==> config.mk <==
export PLATFORM = sky130hd
export DESIGN_NAME = matvec_engine
export DESIGN_NICKNAME = d
export VERILOG_FILES = /design/src/rtl/matvec_engine.sv
export SDC_FILE = /design/constraint.sdc
export NUM_CORES = 2
export LEC_CHECK = 0
export ABC_AREA = 1
export CORE_MARGIN = 1
export CORE_UTILIZATION = 30
export CTS_CLUSTER_DIAMETER = 100
export DETAILED_ROUTE_END_ITERATION = 8
export SYNTH_ARGS = -nofsm -noshare
export SYNTH_HDL_FRONTEND = slang
export SYNTH_SLANG_ARGS = --single-unit
==> constraint.sdc <==
create_clock -name clk -period 8.4 [get_ports clk]
set_input_delay 1.68 -clock clk [delete_from_list [all_inputs] [get_ports clk]]
set_output_delay 1.68 -clock clk [all_outputs]
set_load 0.05 [all_outputs]
==> src/rtl/matvec_engine.sv <==
// Matrix-vector multiply engine: ROWS parallel MAC lanes, one column per cycle,
// results latched at completion and read back through a row-select port.
module matvec_engine #(
    parameter int unsigned ROWS = 8,
    parameter int unsigned COLS = 8,
    parameter int unsigned DW   = 8,
    parameter int unsigned AW   = 24,
    localparam int unsigned ADDR_W = (ROWS * COLS > 1) ? $clog2(ROWS * COLS) : 1,
    localparam int unsigned ROW_W  = (ROWS > 1) ? $clog2(ROWS) : 1
) (
    input  logic              clk,
    input  logic              rst_n,
    input  logic              wr_en,
    input  logic              wr_sel,
    input  logic [ADDR_W-1:0] wr_addr,
    input  logic [DW-1:0]     wr_data,
    input  logic              signed_mode,
    input  logic              start,
    output logic              busy,
    output logic              done,
    output logic              ovf,
    input  logic [ROW_W-1:0]  rd_row,
    output logic [AW-1:0]     rd_data
);

    localparam int unsigned COL_W  = (COLS > 1) ? $clog2(COLS) : 1;
    localparam int unsigned PW     = 2 * DW;
    localparam int unsigned AEXT_W = ADDR_W + 1;
    localparam int unsigned REXT_W = ROW_W + 1;
    localparam logic [COL_W-1:0]  COL_LAST = COL_W'(COLS - 1);
    localparam logic [AEXT_W-1:0] A_SIZE   = AEXT_W'(ROWS * COLS);
    localparam logic [REXT_W-1:0] R_SIZE   = REXT_W'(ROWS);

    typedef enum logic [1:0] {
        IDLE    = 2'd0,
        COMPUTE = 2'd1,
        FINISH  = 2'd2
    } state_e;

    state_e           state_q, state_d;
    logic [COL_W-1:0] col_q, col_d;
    logic             mode_q, mode_d;
    logic             ovf_q, ovf_d;
    logic             busy_q, busy_d;
    logic             done_q, done_d;
    logic [AW-1:0]    acc_q [ROWS];
    logic [AW-1:0]    acc_d [ROWS];
    logic [AW-1:0]    res_q [ROWS];
    logic [AW-1:0]    res_d [ROWS];
    logic [DW-1:0]    a_q   [ROWS*COLS];
    logic [DW-1:0]    b_q   [COLS];

    logic [AW-1:0]    prod_c  [ROWS];
    logic [AW:0]      sum_c   [ROWS];
    logic             any_ovf_c;
    logic             a_addr_ok_c;
    logic             row_ok_c;

    // Operand writes are blocked only while lanes are consuming columns
    assign a_addr_ok_c = ({1'b0, wr_addr} < A_SIZE);

    // Operand storage: A matrix (row-major) and B vector
    always_ff @(posedge clk or negedge rst_n) begin
        if (!rst_n) begin
            for (int i = 0; i < int'(ROWS * COLS); i++) a_q[i] <= '0;
            for (int i = 0; i < int'(COLS); i++) b_q[i] <= '0;
        end else if (wr_en && (state_q != COMPUTE)) begin
            if (!wr_sel) begin
                if (a_addr_ok_c) a_q[wr_addr] <= wr_data;
            end else begin
                b_q[wr_addr[COL_W-1:0]] <= wr_data;
            end
        end
    end

    // Per-lane product for the current column, extended to AW and added to the accumulator
    always_comb begin
        logic [ADDR_W-1:0]   idx;
        logic signed [PW-1:0] sprod;
        logic [PW-1:0]        uprod;
        logic                 lane_ovf;
        any_ovf_c = 1'b0;
        for (int r = 0; r < int'(ROWS); r++) begin
            idx   = ADDR_W'(r * int'(COLS)) + ADDR_W'(col_q);
            sprod = PW'($signed(a_q[idx])) * PW'($signed(b_q[col_q]));
            uprod = PW'(a_q[idx]) * PW'(b_q[col_q]);
            if (mode_q) begin
                prod_c[r] = AW'(sprod);
            end else begin
                prod_c[r] = AW'(uprod);
            end
            sum_c[r] = {1'b0, acc_q[r]} + {1'b0, prod_c[r]};
            if (mode_q) begin
                lane_ovf = (acc_q[r][AW-1] == prod_c[r][AW-1]) &&
                           (sum_c[r][AW-1] != acc_q[r][AW-1]);
            end else begin
                lane_ovf = sum_c[r][AW];
            end
            any_ovf_c = any_ovf_c | lane_ovf;
        end
    end

    // Next-state, datapath and output decode
    always_comb begin
        state_d = state_q;
        col_d   = col_q;
        mode_d  = mode_q;
        ovf_d   = ovf_q;
        busy_d  = 1'b0;
        done_d  = 1'b0;
        for (int r = 0; r < int'(ROWS); r++) begin
            acc_d[r] = acc_q[r];
            res_d[r] = res_q[r];
        end
        case (state_q)
            IDLE: begin
                if (start) begin
                    state_d = COMPUTE;
                    col_d   = '0;
                    mode_d  = signed_mode;
                    ovf_d   = 1'b0;
                    for (int r = 0; r < int'(ROWS); r++) acc_d[r] = '0;
                end
            end
            COMPUTE: begin
                for (int r = 0; r < int'(ROWS); r++) acc_d[r] = sum_c[r][AW-1:0];
                if (any_ovf_c) ovf_d = 1'b1;
                if (col_q == COL_LAST) begin
                    state_d = FINISH;
                    col_d   = '0;
                    for (int r = 0; r < int'(ROWS); r++) res_d[r] = sum_c[r][AW-1:0];
                end else begin
                    col_d = col_q + COL_W'(1);
                end
            end
            FINISH: begin
                state_d = IDLE;
            end
            default: begin
                state_d = IDLE;
            end
        endcase
        busy_d = (state_d == COMPUTE);
        done_d = (state_d == FINISH);
    end

    // Control, accumulator and result registers
    always_ff @(posedge clk or negedge rst_n) begin
        if (!rst_n) begin
            state_q <= IDLE;
            col_q   <= '0;
            mode_q  <= 1'b0;
            ovf_q   <= 1'b0;
            busy_q  <= 1'b0;
            done_q  <= 1'b0;
            for (int r = 0; r < int'(ROWS); r++) begin
                acc_q[r] <= '0;
                res_q[r] <= '0;
            end
        end else begin
            state_q <= state_d;
            col_q   <= col_d;
            mode_q  <= mode_d;
            ovf_q   <= ovf_d;
            busy_q  <= busy_d;
            done_q  <= done_d;
            for (int r = 0; r < int'(ROWS); r++) begin
                acc_q[r] <= acc_d[r];
                res_q[r] <= res_d[r];
            end
        end
    end

    // Result readback; out-of-range rows read as zero
    assign row_ok_c = ({1'b0, rd_row} < R_SIZE);
    assign rd_data  = row_ok_c ? res_q[rd_row] : '0;

    assign busy = busy_q;
    assign done = done_q;
    assign ovf  = ovf_q;

endmodule

== Word-level counts from Yosys, hierarchy flattened ==
Index checks and enable logic that the tools add are counted.
Word-level totals
  register bits: 969
  latch bits: 0
  memory bits (writable): 0
  memory bits (read-only): 0
  memories: 0
Operators by class
  add/sub/neg operators: 16
  multipliers: 16
  div/mod/pow operators: 0
  $lt $le $gt $ge: 14
  equal/unequal tests: 23
  shift operators: 0
  mux-type cells: 63
  bitwise logic cells: 20
  reduce and logical (&&, ||, !) cells: 19
Operators with widths (number)
  512-bit bitwise mux: 1
  8-bit binary-select mux with 6-bit select: 8
  192-bit one-hot mux with 2 select lines: 1
  8-bit by 8-bit multiplier with 16-bit output: 16
  24-bit two-way mux: 10
  24-bit by 24-bit adder with 25-bit output: 8
  192-bit two-way mux: 1
  8-bit two-way mux: 20
  24-bit binary-select mux with 3-bit select: 1
  64-bit bitwise mux: 1
  7-bit greater-or-equal comparator (second input constant): 9
  6-bit NOT with 7-bit output: 7
  8-bit demux with 6-bit select: 1
  8-bit binary-select mux with 3-bit select: 1
  8-bit demux with 3-bit select: 1
  5-bit by 3-bit adder with 6-bit output (first input constant): 2
  6-bit by 3-bit adder with 6-bit output (first input constant): 2
  4-bit greater-or-equal comparator (second input constant): 3
  3-bit NOT with 4-bit output: 3
  1-bit logical AND: 11
  1-bit two-way mux: 10
  2-bit AND reduction: 5
  1-bit == test: 8
  1-bit != test: 8
  23 further kinds: 33

== Longest topological paths before layout ==
  word-level depth: 20
  depth in mapped cells: 53

== Least setup slack after synthesis ==
Ideal clock, no wire load.
  kind: register -> register
  start: register col_q[0]
  end: register acc_q[165] (netlist name)
  library setup time: 0.118 ns
  arrival: 7.235 ns
  required time: 8.282 ns
  path slack: 1.047 ns
  cell stages (with the launch flop): 49
  buffers on the path: 4
  period minus slack after synthesis: 7.353 ns
  cells stage by stage: dfrtp_1 -> buf_2 -> buf_4 -> buf_2 -> a21oi_1 -> o21ai_0 -> nand2_1 -> nand2_1 -> o21ai_2 -> inv_2 -> clkbuf_1 -> nor2_1 -> fa_1 -> inv_1 -> fa_1 -> inv_1 -> fa_1 -> inv_1 -> [... 13 more ...] -> a21oi_1 -> xor2_1 -> nand2_1 -> nand2_1 -> inv_1 -> ha_1 -> nand2_1 -> inv_1 -> a21oi_1 -> nand2_1 -> a31o_2 -> a21oi_1 -> o21ai_0 -> nand3_1 -> nand3_1 -> or2_2 -> nand3_1 -> nand2_1
On the way
  word-level cells in the longest chain between the ends: 9
Ends and longest elaborated chain
  start, declared: line 41  | logic [COL_W-1:0] col_q, col_d;
  start signal, assigned: line 162  | col_q <= col_d;
  4-bit by 3-bit adder with 5-bit output: line 84  | idx = ADDR_W'(r * int'(COLS)) + ADDR_W'(col_q);
  5-bit NOT with 7-bit output (not written as such): line 85, 86
  8-bit binary-select mux with 6-bit select: line 85, 86
  8-bit two-way mux (not written as such) (2 in a row): line 85, 86
  8-bit by 8-bit multiplier with 16-bit output, on equally long branches: line 86, 85
  24-bit two-way mux (*): line 87  | if (mode_q) begin
  24-bit by 24-bit adder with 25-bit output (*): line 92  | sum_c[r] = {1'b0, acc_q[r]} + {1'b0, prod_c[r]};
  192-bit one-hot mux with 2 select lines (*): line 115  | case (state_q)
  end signal, assigned by index: line 168  | acc_q[r] <= acc_d[r];
  end, declared: line 46  | logic [AW-1:0] acc_q [ROWS];
Every way passes the cells marked *; elsewhere a longest branch is shown, timed or not. The select of a mux whose other input is x is not followed.
A chain may end at the register's enable or synchronous reset.

== Worst setup path in the final report ==
  start: register col_q[0]
  end: register ovf_q, in the netlist ovf
On the way
  word-level cells in the longest chain between the ends: 20
Ends and longest elaborated chain
  4-bit by 3-bit adder with 5-bit output: line 84
  5-bit NOT with 7-bit output (not written as such): line 85, 86
  8-bit binary-select mux with 6-bit select: line 85, 86
  8-bit two-way mux (not written as such) (2 in a row): line 85, 86
  8-bit by 8-bit multiplier with 16-bit output, on equally long branches: line 86, 85
  24-bit two-way mux: line 87
  24-bit by 24-bit adder with 25-bit output: line 92
  1-bit != test: line 95  | (sum_c[r][AW-1] != acc_q[r][AW-1]);
  1-bit logical AND: line 94  | lane_ovf = (acc_q[r][AW-1] == prod_c[r][AW-1]) &&
  1-bit two-way mux: line 93  | if (mode_q) begin
  1-bit bitwise OR (6 in a row): line 99  | any_ovf_c = any_ovf_c | lane_ovf;
  1-bit bitwise OR (*): line 99
  2-bit != test (no source line) (*)
  3-bit AND reduction (no source line) (*)
  end signal, assigned: line 164  | ovf_q <= ovf_d;
  end, declared: line 43  | logic ovf_q, ovf_d;
Marks and branches as above.

==> reports/metrics.cfg <==
[placed_design]
hpwl_um = 183100
portBuffers = 49
gp_congestion = 0.9007

[cts]
clk_latency_ps = 750
clk_path_buf_depth = 3
ctsRootBufferMaster = clkbuf_16
cts_sinks = 969
cts_hold_buffers = 0
cts_buffers = 107
htree_levels = 3
path_clk_slew_ps = 70
cts_tree = done

[timing]
clock_skew_ps = 38.57
tightest_slew_ps = 1204
slew_violations = 0
rsz0062_at_grt = true
fin_crit_sh = 0.9609
max_freq_mhz = 123.9
hold_viol_final = 0
setup_violations = 0
relSlewSlack = 0.1942
fin_crit_ps = 8072
fin_tns_setup_ps = 0

[grt]
met3_usage = 0.01807
grt_use_met2 = 0.2871
grt_pass1_vias = 68310
gr-usage-all-layers = 0.1747
grt_max_degree = 194
gr-usage-met1 = 0.2419
grt.busiest_layer = met2
grt_pass1_wl_um = 386900
overflow = 0
antenna_found_initial = 13

[logic_synthesis]
ys_seq_elements = 969
avgSynthCellArea_um2 = 7.947
netlist_instances = 10390
synthTopCellsByCount = nand2_1, inv_1, o21ai_0
async_flop_share = 1.000
yosysUniqueCellTypes = 49
synth_flop_cell = dfrtp_1
synth_most_common_cell = nand2_1
synth_sequential_area_ratio = 0.2937
yosysTopAreaCell = dfrtp_1
synth.area.top_cells = dfrtp_1, fa_1, ha_1, nand2_1, o21ai_0
ys.warnings.count = 0
syn_area_mm2 = 0.08256
yosysTopAreaCellShare = 0.2937
synth_edf_count = 0
syn_nets = 11760

[drt]
drc = 0
ant_nets = 0
drtIter0Drc = 5153
drt-total-wl_um = 248000
avgRoutedWirePerCell_um = 17.15
avgViaCountPerCell = 4.789
first_pass_iters = 6
vias = 69260

[final_layout]
drive_gt1_frac = 0.1069
nNetsFinal = 12150
area_growth_syn_to_layout_pct = 16.94

[setup_path]
cp_slowest_cell = dfrtp_4
cp_common_cell = nand2_1
cp_data_required_time_ps = 9030
worst-setup-path-type = reg2reg
worstPathArrival_ps = 8700
cp-end-kind = flop
start_kind = flop
max_stage_delay_ps = 580
cp_max_fo = 9

[run_status]
status = completed

[floorplanning]
num_rows = 192
die_y_um = 526.6
die-width_um = 526.6
core_area_mm2 = 0.2736
die-area_mm2 = 0.2773
ios = 50
floorplan.initialDensity = 0.3017

[min_path]
hold_path.class = reg2reg

[flow_run]
cap_violations = 0

[kinds of logic (layout without fill, tap and decap cells)]
logic type | count (synthesis) | after routing | synth area share
simple gates | 3389 | 3389 | 0.1618
flops | 969 | 969 | 0.2937
other cells | 0 | 2 | 0
fa+ha+maj | 1348 | 1348 | 0.2668
buf+inv | 2092 | 2572 | 0.09907
mux | 1 | 1 | 0.0001212
xor+xnor | 247 | 247 | 0.02620
compound gates | 2343 | 2343 | 0.1522
[placed cells by master, fill, tap and decap left out, types with 104 or more instances in the layout]
master / instances
fa_1: 684
xor2_1: 142
o22ai_1: 183
buf_4: 596
nand2_1: 1961
nor2_1: 1049
inv_1: 1602
dfrtp_1: 966
nand3_1: 148
a21oi_1: 409
o21ai_0: 1408
xnor2_1: 104
clkbuf_16: 117
ha_1: 624
[critical path: cells and delay by family (launching register included)]
kind | cells | cell delay, ps
fa+ha+maj | 6 | 2530
simple gates | 23 | 2160
buf+inv | 12 | 1470
compound gates | 6 | 810
flops | 1 | 580
xor+xnor | 1 | 320
[per-stage QoR]
stage | std cells | hold WS, ps | area (µm²) | utilization | worst slack [ps]
after floorplan | 10390 | 436.6 | 82560 | - | 1047
after global placement | 14210 | 449.5 | 90830 | 0.3320 | -196.1
after detailed placement | 14210 | 458.3 | 90830 | 0.3320 | -175.9
after CTS | 14400 | 472.8 | 94660 | 0.3459 | 14.56
after global routing | 14460 | 495.1 | 96550 | 0.3528 | -97.76
final | 14460 | 474.2 | 96550 | 0.3528 | 328.2
[registers in the layout (all words and copies together), names as in the netlist]
signal   cells
a_q        512
acc_q      192
res_q      192
b_q         64
col_q        3
state_q      2
busy         1
done         1
mode_q       1
ovf          1
[area by class of cell]
class                      instances  area [µm²]
fill                           28290      177100
multi-input combinational       7328       51280
sequential                       969       24260
timing repair buffer             719        6389
inverter                        1654        6314
tap                             3589        4491
clock buffer                     154        3126
clock inverter                    43       653.1
timing repair inverter             2       27.53
antenna                            2       5.005
[what timing repair did]
| action | CTS | global route |
|---|---|---|
| setup buffers | 0 | 40 |
| endpoints found under the setup margin | 4 | 134 |
| resized for setup | 6 | 346 |
| cloned | 1 | 14 |
| pin swaps | 0 | 50 |
[path summary, 6_finish.rpt]
kind | startpoint | to | slack, ps | depth (start not counted)
setup / recovery | col_q[0] | ovf | 330 | 48
hold / removal | res_q[168] | res_q[168] | 470 | 2
setup reg to reg | col_q[0] | ovf | 330 | 48
hold reg to reg | res_q[168] | res_q[168] | 470 | 2
max in group asynchronous | rst_n | col_q[0] | 5730 | 2
min in group asynchronous | rst_n | res_q[14] | 1000 | 1
[routing by layer]
metal  part of all wire  vias to the layer above
li1                   -                    33950
met1               0.46                    33360
met2               0.46                     1648
met3              0.052                      282
met4              0.029                       16
met5            0.00040                        -
Power is left out: the tool's default activity adds up to more than one toggle a clock period on the data nets, which glitch-free logic cannot reach.
